### src/rtl/morse_pattern_reg.sv
// Morse letter pattern register: loads a symbol pattern with a length and
// emits one dot/dash per accepted shift, flagging clamped loads and idle shifts.
module morse_pattern_reg #(
    parameter int unsigned MAX_LEN   = 4,
    parameter int unsigned LEN_W     = 3,
    parameter int unsigned MSB_FIRST = 0
) (
    input  logic               clk,
    input  logic               reset,
    input  logic               ld,
    input  logic [LEN_W-1:0]   len_d,
    input  logic [MAX_LEN-1:0] pat_d,
    input  logic               shift,
    output logic [LEN_W-1:0]   len_q,
    output logic [LEN_W-1:0]   remaining,
    output logic               empty,
    output logic               sym_out,
    output logic               sym_valid,
    output logic               last,
    output logic               err
);

    localparam logic [LEN_W-1:0] MAX_LEN_L = LEN_W'(MAX_LEN);

    logic [MAX_LEN-1:0] pat_r;
    logic [LEN_W-1:0]   rem_r;

    logic               over_len;
    logic [LEN_W-1:0]   load_len;
    logic               head_sym;
    logic [MAX_LEN-1:0] pat_next;

    // Clamp the requested length and pick the symbol at the emitting end.
    always_comb begin
        over_len = 1'b0;
        load_len = len_d;
        head_sym = 1'b0;
        pat_next = pat_r;
        if (len_d > MAX_LEN_L) begin
            over_len = 1'b1;
            load_len = MAX_LEN_L;
        end
        if (MSB_FIRST != 0) begin
            head_sym = pat_r[MAX_LEN-1];
            pat_next = pat_r << 1;
        end else begin
            head_sym = pat_r[0];
            pat_next = pat_r >> 1;
        end
    end

    // Load has priority over shift; pulses clear every cycle unless re-armed.
    always_ff @(posedge clk) begin
        if (reset) begin
            pat_r     <= '0;
            rem_r     <= '0;
            len_q     <= '0;
            sym_out   <= 1'b0;
            sym_valid <= 1'b0;
            last      <= 1'b0;
            err       <= 1'b0;
        end else begin
            sym_valid <= 1'b0;
            last      <= 1'b0;
            err       <= 1'b0;
            if (ld) begin
                pat_r <= pat_d;
                len_q <= load_len;
                rem_r <= load_len;
                err   <= over_len;
            end else if (shift) begin
                if (rem_r != '0) begin
                    sym_out   <= head_sym;
                    pat_r     <= pat_next;
                    rem_r     <= rem_r - LEN_W'(1);
                    sym_valid <= 1'b1;
                    last      <= (rem_r == LEN_W'(1));
                end else begin
                    err <= 1'b1;
                end
            end
        end
    end

    assign remaining = rem_r;
    assign empty     = (rem_r == '0);

endmodule

### config.mk
export PLATFORM = sky130hd
export DESIGN_NAME = morse_pattern_reg
export DESIGN_NICKNAME = d
export VERILOG_FILES = /design/src/rtl/morse_pattern_reg.sv
export SDC_FILE = /design/constraint.sdc
export NUM_CORES = 1
export LEC_CHECK = 0
export ABC_AREA = 0
export CAP_MARGIN = 20
export CORE_UTILIZATION = 47
export DETAILED_ROUTE_END_ITERATION = 12
export MAX_ROUTING_LAYER = met4
export PLACE_DENSITY = 0.84
export SYNTH_ARGS = -nofsm -noshare
export SYNTH_HDL_FRONTEND = slang
export SYNTH_SLANG_ARGS = --single-unit
### constraint.sdc
create_clock -name clk -period 4.2 [get_ports clk]
set_input_delay 0.84 -clock clk [delete_from_list [all_inputs] [get_ports clk]]
set_output_delay 0.84 -clock clk [all_outputs]
set_load 0.02 [all_outputs]
# --- Word level (Yosys, flattened, before mapping) ---
# Index checks and enable logic that the tools add are counted.
classes:
  bitwise_logic: 3
  n_eq_ne: 1
  reduce_logical: 8
  n_addsub: 1
  magnitude_cmp: 1
  muxes: 12
ops:
  columns: ["operator", "n"]
  rows:
  - ["$mux 3", 4]
  - ["$mux 4", 3]
  - ["$mux 1", 5]
  - ["$reduce_bool 2->1", 2]
  - ["$reduce_or 4->1", 1]
  - ["$eq 3x1->1 const B", 1]
  - ["$gt 3x3->1 const B", 1]
  - ["$logic_not 3->1", 1]
  - ["$not 1->1", 3]
  - ["$reduce_and 3->1", 1]
  - ["$reduce_bool 3->1", 1]
  - ["$reduce_or 3->1", 1]
  - ["$sub 3x1->3 const B", 1]
  - ["$reduce_and 2->1", 1]
totals:
  elab_cells: 33
  ff_bits: 14
  out_inout_bits: 11
  inputBits: 11

# --- Depth between registers and ports, before layout ---
# Gate-level depths: netlist of run 1.
depth:
  depth_word: 4
  ltp_mapped: 7

# --- Worst setup path before layout of run 1 ---
# No wires, ideal clock.
synth_path:
  path_type: "reg-to-output"
  start: "register rem_r[0], in the netlist remaining[0]"
  end: "output empty"
  required_ns: 3.360
  n_path_buf: 1
  path_slack_ns: 2.306
  arrival_ns: 1.054
  stages_incl_launch_ff: 6
  path_cell_list: "dfxtp_1 -> inv_1 -> ha_1 -> nand2b_4 -> buf_6 -> inv_6"
synth_between:
  elab_chain_cells: 1
synth_lines:
  columns: ["item", "line_no", "source"]
  rows:
  - ["start: declaration", "26", "logic [LEN_W-1:0] rem_r;"]
  - ["start signal: assignment", "69", "rem_r <= load_len;"]
  - ["start signal: assignment", "75", "rem_r <= rem_r - LEN_W'(1);"]
  - ["$logic_not 3->1", "86", "assign empty = (rem_r == '0);"]
  - ["end: declaration", "16", "output logic empty,"]
# Every way passes these cells.

# --- Final worst setup path of run 1 ---
# Ends and elaborated chain as after synthesis.

==> reports/results.txt, run 1 <==
Status -> completed
Crit-path max FO -> 8
Post-synthesis sequential area ratio -> 41.1%
Worst Setup Path Type -> reg -> out
Most frequent cells in the layout -> 21 x clkdlybuf4s50_1, 14 x dfxtp_1, 9 x nor2_1
Seq cells post-synth -> 14
Post-route minimum period -> 2.61 ns
Commonest non-fill, non-tap cell in the layout -> clkdlybuf4s50_1
TritonCTS buffer count -> 3
Starting density of the core -> 51.8%
RSZ-0062 raised after global routing -> false
Routed via count -> 606
Maximum Capacitance Violations -> 0
Core Region -> 0.00132 mm2
RePlAce Congestion -> 0.789
Die area -> 0.00161 mm2
Post-route cell area -> 908 um2
Die width -> 40.1 um
Chip height -> 40.1 um
Synth top area cells -> dfxtp_1 41%, ha_1 5.5%, nor2_1 5.0%
Number of synthesized flops with an enable pin -> 0
Antenna violations before repair -> 0
Crit share post-route -> 62.2%
Clock H-tree levels -> 1
Buffers added on ports -> 21
DRT Wirelength -> 1430 um
CTS root buf -> clkbuf_4
Dpl cell area -> 886 um2
Core Rows -> 13
Worst Setup Start Kind -> register
Final core utilization -> 68.9%
Design Power -> 296 uW
DRT Pass-1 Iters -> 4
Antenna Violating Nets Remaining -> 0
Max Slew Vio Count -> 0
Setup crit end kind -> output pin
Cts repair resizes -> 0
Layout Area Growth over Synthesis -> 33.2%
Setup Fix Bufs, Post-CTS -> 0
Hold Buf Count CTS -> 0
DR DRC count -> 0
Post-Syn Instances -> 72
Max IR drop VDD -> 0.216 mV
Worst hold path type -> reg -> reg
Fin Clk Skew -> 0.00107 ns
Clock transition at path regs -> 0.08 ns
Final Hold Vio Count -> 0
Total gr overflow -> 0
Required @ worst endpoint -> 3.36 ns
Nets -> 108
Final setup fails -> 0
Via density -> 5.66
CTS tree -> yes
Top cell type's share of synthesized area -> 41.1%
Async SR Flop Fraction -> 0%
Synth cell types -> 29
Syn Nets -> 86
GRT Total Usage -> 22.9%
Worst Tran Pin Value -> 0.613 ns
Pwr dens -> 326 mW/mm2
Arrival time worst endpoint -> 1.77 ns
Pin count of the biggest net entering global routing -> 16
Slew headroom -> 59.0%
Maximum clock frequency -> 383 MHz
Total clock sinks -> 14
Iter 0 DRT Violations -> 5
Fraction of layout cells with a size suffix above 1 -> 10.9%
Fin Setup TNS -> 0 ns
DP HPWL -> 1050 um
Post-Syn Area -> 682 um2
Vias in the first global route -> 560
P_leak -> 0.000332 uW
Worst-Skew Late Latency -> 0.28 ns
First-pass GRT wire length -> 2340 um
Ys Warns -> 0
Largest area contributor in the netlist -> dfxtp_1
Ant. Diodes -> 0
Main synth FF type -> dfxtp_1
Syn_area_per_cell -> 9.47 um2
Avg WL per Cell -> 13.4 um
I/O pin count -> 22
Clock Tree Buf Depth -> 2
-- stage by stage --
stage | worst slack [ns] | hold WS (ns) | cells
floorplan | 2.31 | 0.462 | 72
global placement | 1.82 | 0.458 | 104
detailed placement | 1.78 | 0.456 | 104
CTS | 1.58 | 0.471 | 107
global route | 1.50 | 0.512 | 107
finish | 1.59 | 0.477 | 107
-- Yosys cell counts (all sizes together) (3+ instances only) --
master / instances
a311oi: 3
a21oi: 5
ha: 3
dfxtp: 14
nor2: 9
nand2: 4
inv: 5
buf: 3
nand3: 3
-- power breakdown --
group / switching, uW / internal, uW / leakage, uW
clock network: 40.2 / 33.3 / 0.0000138
registers: 4.87 / 141 / 0.000115
logic: 41.1 / 35.6 / 0.000203
total: 86.2 / 210 / 0.000332
-- cell families after synthesis --
| kind of cell | share of synthesized area (%) |
|---|---|
| adders and majority gates | 5.51 |
| muxes | 2.94 |
| buffers and inverters | 7.15 |
| DFF | 41.1 |
| AOI/OAI and AO/OA | 22.9 |
| and+or+nand+nor | 20.4 |
-- layout make-up --
type | count | area [um2]
Fill cell | 107 | 409
Multi-Input combinational cell | 49 | 353
Tap cell | 15 | 18.8
Timing Repair Buffer | 21 | 210
Sequential cell | 14 | 280
Clock buffer | 3 | 22.5
Inverter | 5 | 23.8
-- path summary, 6_finish.rpt --
path	from	cells after the start	slack [ns]	end
worst min-delay path	sym_out	2	0.48	sym_out
worst max-delay path	remaining[0]	5	1.59	empty
worst min register to register	sym_out	2	0.48	sym_out
worst max register to register	remaining[0]	5	2.78	pat_r[1]
-- critical path, cell delays in order (launching register included) --
cell and delay, ns:
dfxtp_1 0.35, inv_1 0.11, ha_1 0.22, nand2b_4 0.12, inv_6 0.09, clkdlybuf4s50_1 0.60
-- per-layer routing --
metal	vias to the layer above	wire length, um	GRT usage (%)
li1	299	-	-
met1	287	619	25.1
met2	20	726	39.1
met3	0	88	10.0
met4	0	0	2.59
met5	-	0	-
-- state kept, by name, summed over array words and instances, names as in the netlist --
name       count
err            1
last           1
len_q          3
pat_r          4
remaining      3
sym_out        1
sym_valid      1
Note: power is estimated with default switching activity, not from simulation.
==> run 2, diff against run 1 <==
- CORE_UTILIZATION: 47 -> 43
- PLACE_DENSITY: 0.84 -> 0.78
- clock period: 4.2 -> 2.71 ns (I/O delays scaled with it)
==> reports/results.txt, run 2 (synthesis gave the netlist of run 1 again) <==
Final setup fails -> 0
Iter 0 DRT Violations -> 12
Max IR drop VDD -> 0.304 mV
Via density -> 5.66
Fin Clk Skew -> 0.00412 ns
Commonest non-fill, non-tap cell in the layout -> clkdlybuf4s50_1
Core Region -> 0.00149 mm2
Buffers added on ports -> 21
DRT Wirelength -> 1570 um
P_leak -> 0.000342 uW
Slew headroom -> 73.2%
Final core utilization -> 62.1%
Routed via count -> 623
Die area -> 0.00175 mm2
Total clock sinks -> 14
DR DRC count -> 0
CTS tree -> yes
R2r startpoint -> remaining[0]
Avg WL per Cell -> 14.3 um
Required @ worst endpoint -> 2.17 ns
Pwr dens -> 504 mW/mm2
RePlAce Congestion -> 0.799
DP HPWL -> 1150 um
Cts repair resizes -> 0
I/O pin count -> 22
Worst Setup Path Type -> reg -> out
Clock transition at path regs -> 0.08 ns
Setup Fix Bufs, Post-CTS -> 0
Final Hold Vio Count -> 0
Fraction of layout cells with a size suffix above 1 -> 12.8%
Hold Buf Count CTS -> 0
Clock H-tree levels -> 1
Nets -> 110
Ant. Diodes -> 0
Pin count of the biggest net entering global routing -> 12
Maximum clock frequency -> 433 MHz
Most frequent cells in the layout -> 21 x clkdlybuf4s50_1, 14 x dfxtp_1, 9 x nor2_1
Worst Setup Start Kind -> register
Max reg flops -> 4
Worst Tran Pin Value -> 0.401 ns
Maximum Capacitance Violations -> 0
First-pass GRT wire length -> 2680 um
RSZ-0062 raised after global routing -> false
Post-route minimum period -> 2.31 ns
Worst-Skew Late Latency -> 0.29 ns
Setup crit end kind -> output pin
Core Rows -> 14
Status -> completed
Fillers -> 139
Antenna violations before repair -> 0
Arrival time worst endpoint -> 1.77 ns
Clock Tree Buf Depth -> 2
Most flop-heavy register -> pat_r
Die width -> 41.8 um
Min-delay src -> len_q[1]
Crit share post-route -> 85.2%
Worst hold path type -> reg -> reg
Total gr overflow -> 0
Crit-path max FO -> 8
Chip height -> 41.8 um
TritonCTS buffer count -> 3
GRT Total Usage -> 20.7%
CTS root buf -> clkbuf_4
Antenna Violating Nets Remaining -> 0
Fin Setup TNS -> 0 ns
Worst Setup SP -> remaining[0]
Starting density of the core -> 45.8%
DRT Pass-1 Iters -> 4
Vias in the first global route -> 603
Max Slew Vio Count -> 0
Layout Area Growth over Synthesis -> 35.6%
[run 2: power breakdown]
group	internal, uW	switching, uW
logic	57.3	65.7
registers	218	7.42
clock network	51.7	66.2
[run 2: cell type report]
cell class	count	area [um2]	area share (%)
clock buffers	3	22.5	2.44
inverters	5	23.8	2.57
multi-input cells	49	353	38.2
flip-flops and latches	14	280	30.3
well taps	16	20.0	2.17
repair buffers	23	225	24.4
[run 2: path summary, 6_finish.rpt]
check             endpoint  slack (ns)  cells past startpoint
hold reg to reg   len_q[1]        0.47                      2
setup / recovery     empty        0.40                      5
setup reg to reg  pat_r[2]        1.30                      6
hold / removal    len_q[1]        0.47                      2
[run 2: per-stage QoR]
step	power [uW]	hold slack [ns]	area, um2	std cells	setup slack [ns]
after floorplan	307	0.462	682	72	1.11
after global placement	349	0.448	902	107	0.753
after global routing	489	0.489	925	110	0.326
final	466	0.466	925	110	0.402
after detailed placement	353	0.453	902	107	0.709
after CTS	469	0.468	925	110	0.396
[run 2: worst max-delay path, cell delays in order, from the launching register on]
cell and delay [ns]:
dfxtp_1 0.34, inv_1 0.10, ha_1 0.23, nand2b_4 0.12, inv_6 0.09, clkdlybuf4s50_1 0.59
[run 2: metal layers]
layer / track usage, % / vias to the layer above / share of wire [%]
met4: 11.6 / 0 / 1.9
li1: - / 307 / -
met5: - / - / 0
met1: 23.8 / 287 / 43
met2: 33.1 / 24 / 49
met3: 4.78 / 5 / 6.5
